==> src/rtl/rx_byte_assembler_if.sv <==
// Receive-side bit/byte handshake between the bit timer, the assembler and the packet layer.
interface rx_byte_assembler_if #(
    parameter int DATA_WIDTH = 8
);
    logic                  d_plus_sync;
    logic                  shift_enable;
    logic                  rx_active;
    logic                  eop;
    logic                  bit_accept;
    logic [DATA_WIDTH-1:0] rx_byte;
    logic                  byte_ready;
    logic                  stuff_error;
    logic                  align_error;

    modport master (
        output d_plus_sync, shift_enable, rx_active, eop,
        input  bit_accept, rx_byte, byte_ready, stuff_error, align_error
    );

    modport slave (
        input  d_plus_sync, shift_enable, rx_active, eop,
        output bit_accept, rx_byte, byte_ready, stuff_error, align_error
    );
endinterface

==> src/rtl/rx_byte_assembler.sv <==
// USB RX bit stage: NRZI decode, bit-unstuffing and LSB-first byte assembly.
// Optional RX_STUFF_CHECK_EN flags a stuffed-bit slot that decodes as 1.
module rx_byte_assembler #(
    parameter int DATA_WIDTH  = 8,
    parameter int STUFF_LIMIT = 6
) (
    input logic             clk,
    input logic             n_rst,
    rx_byte_assembler_if.slave bus
);
    localparam int BW = $clog2(DATA_WIDTH + 1);
    localparam int OW = $clog2(STUFF_LIMIT + 1);

    typedef enum logic {IDLE, RECEIVE} state_t;

    state_t                r_state, w_next_state;
    logic                  r_d_prev;
    logic [OW-1:0]         r_ones_cnt;
    logic [BW-1:0]         r_bit_cnt;
    logic [DATA_WIDTH-1:0] r_sr;
    logic [DATA_WIDTH-1:0] r_rx_byte;
    logic                  r_byte_ready;
    logic                  r_align_error;
    logic                  r_stuff_error;

    logic w_dbit, w_enter, w_exit, w_stuffed, w_sample, w_last, w_stuff_hit;

    always_comb begin
        w_next_state = r_state;
        w_enter      = 1'b0;
        w_exit       = 1'b0;
        case (r_state)
            IDLE: if (bus.rx_active) begin
                w_next_state = RECEIVE;
                w_enter      = 1'b1;
            end
            RECEIVE: if (bus.eop || !bus.rx_active) begin
                w_next_state = IDLE;
                w_exit       = 1'b1;
            end
            default: w_next_state = IDLE;
        endcase
    end

    assign w_dbit    = (bus.d_plus_sync == r_d_prev);
    assign w_stuffed = (r_ones_cnt == OW'(STUFF_LIMIT));
    // A coincident packet exit takes priority over the sample on the same strobe.
    assign w_sample  = bus.shift_enable && (r_state == RECEIVE) && !w_exit;
    assign w_last    = (r_bit_cnt == BW'(DATA_WIDTH - 1));

`ifdef RX_STUFF_CHECK_EN
    assign w_stuff_hit = w_sample && w_stuffed && w_dbit;
`else
    assign w_stuff_hit = 1'b0;
`endif

    assign bus.bit_accept  = bus.shift_enable && (r_state == RECEIVE) && !w_stuffed;
    assign bus.rx_byte     = r_rx_byte;
    assign bus.byte_ready  = r_byte_ready;
    assign bus.align_error = r_align_error;
    assign bus.stuff_error = r_stuff_error;

    always_ff @(posedge clk or negedge n_rst) begin
        if (!n_rst) begin
            r_state       <= IDLE;
            r_d_prev      <= 1'b1;
            r_ones_cnt    <= '0;
            r_bit_cnt     <= '0;
            r_sr          <= '0;
            r_rx_byte     <= '0;
            r_byte_ready  <= 1'b0;
            r_align_error <= 1'b0;
            r_stuff_error <= 1'b0;
        end else begin
            r_state       <= w_next_state;
            r_byte_ready  <= 1'b0;
            r_align_error <= 1'b0;
            r_stuff_error <= w_stuff_hit;
            if (bus.shift_enable)
                r_d_prev <= bus.d_plus_sync;
            if (w_enter) begin
                r_ones_cnt <= '0;
                r_bit_cnt  <= '0;
            end
            if (w_exit) begin
                // Partial byte is dropped; rx_byte keeps the last complete one.
                r_align_error <= (r_bit_cnt != '0);
                r_bit_cnt     <= '0;
            end else if (w_sample) begin
                if (w_stuffed) begin
                    r_ones_cnt <= '0;
                end else begin
                    r_sr       <= {w_dbit, r_sr[DATA_WIDTH-1:1]};
                    r_ones_cnt <= w_dbit ? r_ones_cnt + OW'(1) : '0;
                    if (w_last) begin
                        r_rx_byte    <= {w_dbit, r_sr[DATA_WIDTH-1:1]};
                        r_byte_ready <= 1'b1;
                        r_bit_cnt    <= '0;
                    end else begin
                        r_bit_cnt <= r_bit_cnt + BW'(1);
                    end
                end
            end
        end
    end
endmodule

==> src/flat_wrapper.sv <==
// flat-port wrapper written by rule: the top's interface ports become plain ports
module rx_byte_assembler_flat 
#(
    parameter int DATA_WIDTH  = 8,
    parameter int STUFF_LIMIT = 6
)
  (clk, n_rst, bus_d_plus_sync, bus_shift_enable, bus_rx_active, bus_eop, bus_bit_accept, bus_rx_byte, bus_byte_ready, bus_stuff_error, bus_align_error);
  rx_byte_assembler_if #(.DATA_WIDTH(DATA_WIDTH)) bus_i ();
  input logic clk;
  input logic n_rst;
  input wire logic [$bits(bus_i.d_plus_sync)-1:0] bus_d_plus_sync;
  input wire logic [$bits(bus_i.shift_enable)-1:0] bus_shift_enable;
  input wire logic [$bits(bus_i.rx_active)-1:0] bus_rx_active;
  input wire logic [$bits(bus_i.eop)-1:0] bus_eop;
  output wire logic [$bits(bus_i.bit_accept)-1:0] bus_bit_accept;
  output wire logic [$bits(bus_i.rx_byte)-1:0] bus_rx_byte;
  output wire logic [$bits(bus_i.byte_ready)-1:0] bus_byte_ready;
  output wire logic [$bits(bus_i.stuff_error)-1:0] bus_stuff_error;
  output wire logic [$bits(bus_i.align_error)-1:0] bus_align_error;
  assign bus_i.d_plus_sync = bus_d_plus_sync;
  assign bus_i.shift_enable = bus_shift_enable;
  assign bus_i.rx_active = bus_rx_active;
  assign bus_i.eop = bus_eop;
  assign bus_bit_accept = bus_i.bit_accept;
  assign bus_rx_byte = bus_i.rx_byte;
  assign bus_byte_ready = bus_i.byte_ready;
  assign bus_stuff_error = bus_i.stuff_error;
  assign bus_align_error = bus_i.align_error;
  rx_byte_assembler #(.DATA_WIDTH(DATA_WIDTH), .STUFF_LIMIT(STUFF_LIMIT)) u_core (.clk(clk), .n_rst(n_rst), .bus(bus_i));
endmodule
==> config.mk <==
export PLATFORM = sky130hd
export DESIGN_NAME = rx_byte_assembler_flat
export DESIGN_NICKNAME = d
export VERILOG_FILES = /design/src/rtl/rx_byte_assembler_if.sv /design/src/rtl/rx_byte_assembler.sv /design/src/flat_wrapper.sv
export SDC_FILE = /design/constraint.sdc
export NUM_CORES = 1
export LEC_CHECK = 0
export BUFFER_PORTS_ARGS = -buffer_cell sky130_fd_sc_hd__buf_4
export CAP_MARGIN = 30
export CORE_MARGIN = 10
export CORE_UTILIZATION = 25
export DETAILED_ROUTE_END_ITERATION = 6
export MAX_ROUTING_LAYER = met4
export PLACE_DENSITY = 0.41
export REMOVE_ABC_BUFFERS = 1
export SYNTH_ARGS = -nofsm -noshare
export SYNTH_HDL_FRONTEND = slang
export SYNTH_SLANG_ARGS = --single-unit
==> constraint.sdc <==
create_clock -name clk -period 5.68 [get_ports clk]
set_input_delay 1.136 -clock clk [delete_from_list [all_inputs] [get_ports clk]]
set_output_delay 1.136 -clock clk [all_outputs]
set_load 0.02 [all_outputs]
---- After elaboration in Yosys (flattened, before gate mapping) ----
Index checks and enable logic that the tools add are counted.
word-level totals
  flip-flop bits (word level) ............. 27
  bits in latches ......................... 0
  bits in writable memories ............... 0
  memory bits (read-only) ................. 0
  word-level logic and storage cells ...... 47
  memories ................................ 0
operators by class
  add/subtract/negate cells ............... 2
  $mul .................................... 0
  div/mod/pow operators ................... 0
  order comparisons ....................... 0
  equality and inequality tests ........... 3
  shift operators ......................... 0
  muxes and demuxes ....................... 21
  bitwise operators ....................... 3
  reduce and logical (&&, ||, !) cells .... 10
operator list
  kind                                                             number
  4-bit two-way mux                                                5
  3-bit two-way mux                                                5
  1-bit two-way mux                                                10
  4-bit by 1-bit adder with 4-bit output, second input constant    1
  4-bit by 3-bit == test with 1-bit output, second input constant  1
  4-bit AND reduction                                              1
  4-bit nonzero test                                               1
  3-bit by 1-bit adder with 3-bit output, second input constant    1
  3-bit == test, second input constant                             1
  1-bit logical AND                                                3
  1-bit logical NOT                                                3
  1-bit inverter                                                   3
  3-bit AND reduction                                              1
  1-bit case mux with 2 select lines                               1
  1-bit == test                                                    1
  1-bit logical OR                                                 1

---- Logic depth before layout (Yosys ltp) ----
  word-level depth ........................ 8
  gate-level depth with buffers ........... 5
  depth with buffers taken out ............ 5

---- Worst setup path before layout ----
Ideal clock, no wire load.
  path type ............................... input-to-output
  start ................................... input port bus_shift_enable
  end ..................................... output port bus_bit_accept
  arrival ................................. 1.656 ns
  setup slack ............................. 2.888 ns
  cell stages on the path ................. 2
  cell sequence ........................... a21boi_2 > and2_1
on the way
  word-level cells in the longest chain between the ends .. 2
RTL lines
  item                             line                     RTL
  from (decl)                      flat_wrapper.sv:12       input wire logic [$bits(bus_i.shift_enable)-1:0] bus_shift_enable;
  1-bit logical AND (2 in series)  rx_byte_assembler.sv:57  assign bus.bit_accept = bus.shift_enable && (r_state == RECEIVE) && !w_stuffed;
  to (decl)                        flat_wrapper.sv:15       output wire logic [$bits(bus_i.bit_accept)-1:0] bus_bit_accept;
Every way passes these cells.

---- Final worst setup path ----
Same ends and word-level chain as after synthesis.

==> out/qor.csv <==
metric,value,unit
status,completed,
crit-path max FO,8,
1st-iter DRT viols,23,
Slew HR,55.4,%
DR WL met3,154,um
CP required,4.54,ns
Worst-Margin Slew,0.664,ns
initial antenna violation count,0,
"Cell Area, Placed",1370,sq um
HP Start,u_core.bus.rx_byte[3]$_DFFE_PN0P_,
Rows,25,
CP top delay family,compound AO/OA/AOI/OAI gates,
PD cells,275,nW/um^2
"Cell Chain, Critical Path","buf_4, a21boi_2, and2_1, buf_4",
gr ovfl total,0,
non-filler instance count after layout,164,
Synth Area in Simple Gates,10.6,%
crit path capture type,output pin,
Multi-input gate area,508,sq um
adder-cell share of the synthesized area,4.19,%
# nets final,121,
R2R cell count,5,
worst skew pair latency,0.27,ns
largest net degree at the start of global routing,27,
dpl hpwl,1770,um
top layer reached by signal wires,met4,
reg2reg setup slack,3.60,ns
crit path buf inv count,2,
ys async rst share,100,%
Num Clock Sinks,26,
Yosys top cell area share,52.4,%
CTS buffer count,3,
drt first pass iters,4,
Final GP Congestion,0.708,
CP max-delay cell,a21boi_2,
CTS root buf,clkbuf_8,
CTS Buffer Depth,2,
Ys Warns,0,
via count,763,
drt total wl,2470,um
Gate Count Post-Synth,92,
most common cell type on the critical path,buf_4,
CTS tree,built,
r2r endpoint,u_core.bus.rx_byte[1]$_DFFE_PN0P_,
Setup crit start kind,input pin,
Synth Area in XOR/XNOR,0.734,%
final period utilization,52.7,%
Met1 Wirelength,1160,um
Met2 Routed Length,1140,um
main flop type after synthesis,dfrtp_1,
multiplexer area fraction after synthesis,15.0,%
# setup viols final,0,
largest cells by area after synthesis,"dfrtp_1 (52%), mux2_2 (14%), ha_1 (4.2%)",
Worst-path clk slew,0.09,ns
Worst Setup Path Type,in -> out,
core area,4660,sq um
#FFs+latches synth,26,
starting density of the core,25.6,%
Peak VDD IR,0.160,mV
worst flop-to-flop path startpoint,u_core.r_ones_cnt[0]$_DFF_PN0_,
setup TNS,0,ns
compound-cell area share of the yosys netlist,11.7,%
drt drc,0,
syn avg cell area,13.0,sq um
Final ANT Viol Nets,0,
skew final,0.00198,ns
leakage,0.701,nW
setup bufs post-CTS,0,
RSZ-0062 raised after global routing,false,
vias per cell,4.65,
post-placement cell count,160,
fin. max-slew vios,0,
die footprint,7940,sq um
FMAX,334,MHz
H-tree depth,1,
first-pass GRT wire length,4290,um
Hold Path Depth,1,
Routed wire per std cell,15.0,um
area delta synth->final,20.8,%
share of cells above drive strength 1,36.4,%
Yosys top cell by area,dfrtp_1,
IO Pins,18,
Port Buffers,16,
Yosys cell types,34,
die height,89.1,um
Tmin final,2.99,ns
main combinational cell family by area after synthesis,multiplexers,
FF/Latch Area,652,sq um
"EDFF count, synth",0,
Diodes inserted,0,
HP Class,reg -> reg,
vias in the first global route,852,
Worst Hold Endpoint,u_core.bus.rx_byte[3]$_DFFE_PN0P_,
# Max-Cap Violations,0,
die width,89.1,um
register area share after synthesis,54.6,%
FILL cells,475,
Worst EP arrival,1.86,ns
CP peak stage delay,0.31,ns
final instance area,1440,sq um
Mapped Area,1190,sq um
"Hold Vio Cnt, Final",0,
hold_buf cts,0,
overall power,0.397,mW
post-CTS resize count,0,
GRT Util Overall,7.22,%
==> logic make-up (layout without fill, tap and decap cells) <==
logic type | count (synthesis) | count (layout)
buffers and inverters | 8 | 26
adders and majority gates | 4 | 4
muxes | 16 | 16
DFF | 26 | 26
AOI/OAI and AO/OA | 19 | 19
xor gates and xnor gates | 1 | 1
other | 1 | 1
and+or+nand+nor | 17 | 17
==> synth_stat cells, drive strengths merged, types with 2 or more instances <==
library cell and n:
dfrtp 25, ha 4, a21bo 2, nand3 2
a32o 2, o22ai 2, nor4 2, a21oi 4
o21ai 3, mux2 15, inv 6, nor2 2
nand2 2, nor2b 2
==> worst max-delay path by stage <==
stage                     startpoint        endpoint  depth (start not counted)
finish              bus_shift_enable  bus_bit_accept                          4
global route        bus_shift_enable  bus_bit_accept                          4
global placement    bus_shift_enable  bus_bit_accept                          4
floorplan           bus_shift_enable  bus_bit_accept                          2
CTS                 bus_shift_enable  bus_bit_accept                          4
detailed placement  bus_shift_enable  bus_bit_accept                          4
==> where the power goes <==
group	total [mW]	switching [mW]	internal [mW]
sequential	0.208	0.0101	0.198
clock	0.156	0.0619	0.0944
combinational	0.0324	0.0159	0.0165
total	0.397	0.0879	0.309
==> metrics by stage <==
stage,hold WS (ns),setup WS [ns],utilization (%)
finish,0.516,2.69,30.9
global route,0.539,2.61,30.9
CTS,0.525,2.67,30.9
detailed placement,0.501,2.67,29.4
global placement,0.493,2.69,29.4
floorplan,0.474,2.89,-
==> routing by layer <==
| metal | vias to the layer above | global-route usage (%) |
|---|---|---|
| met5 | - | - |
| met4 | 0 | 2.31 |
| met3 | 2 | 2.83 |
| met2 | 15 | 10.8 |
| met1 | 376 | 8.76 |
| li1 | 370 | - |
==> flip-flops by register name, summed over array words and instances (netlist names) <==
| name | count |
|---|---|
| u_core.r_state | 1 |
| u_core.r_bit_cnt | 4 |
| u_core.r_ones_cnt | 3 |
| u_core.r_sr | 7 |
| u_core.bus.align_error | 1 |
| u_core.bus.rx_byte | 8 |
| u_core.bus.byte_ready | 1 |
| u_core.r_d_prev | 1 |
==> layout by cell type, fill, tap and decap left out, drive strengths merged, types with 2 or more instances in the layout <==
master / Yosys / layout
dfrtp: 25 / 25
buf: 1 / 16
mux2: 15 / 15
inv: 6 / 6
a21oi: 4 / 4
ha: 4 / 4
o21ai: 3 / 3
clkbuf: 1 / 3
nor2: 2 / 2
a32o: 2 / 2
o22ai: 2 / 2
nand2: 2 / 2
nand3: 2 / 2
a21bo: 2 / 2
nor2b: 2 / 2
nor4: 2 / 2
==> cell type report <==
class / instances / share of cell area [%]
inverters: 6 / 1.56
clock inverters: 1 / 2.08
repair buffers: 16 / 8.33
well taps: 54 / 4.69
clock buffers: 3 / 2.86
flip-flops and latches: 26 / 45.2
multi-input cells: 58 / 35.2
(Power assumes the default switching activity.)
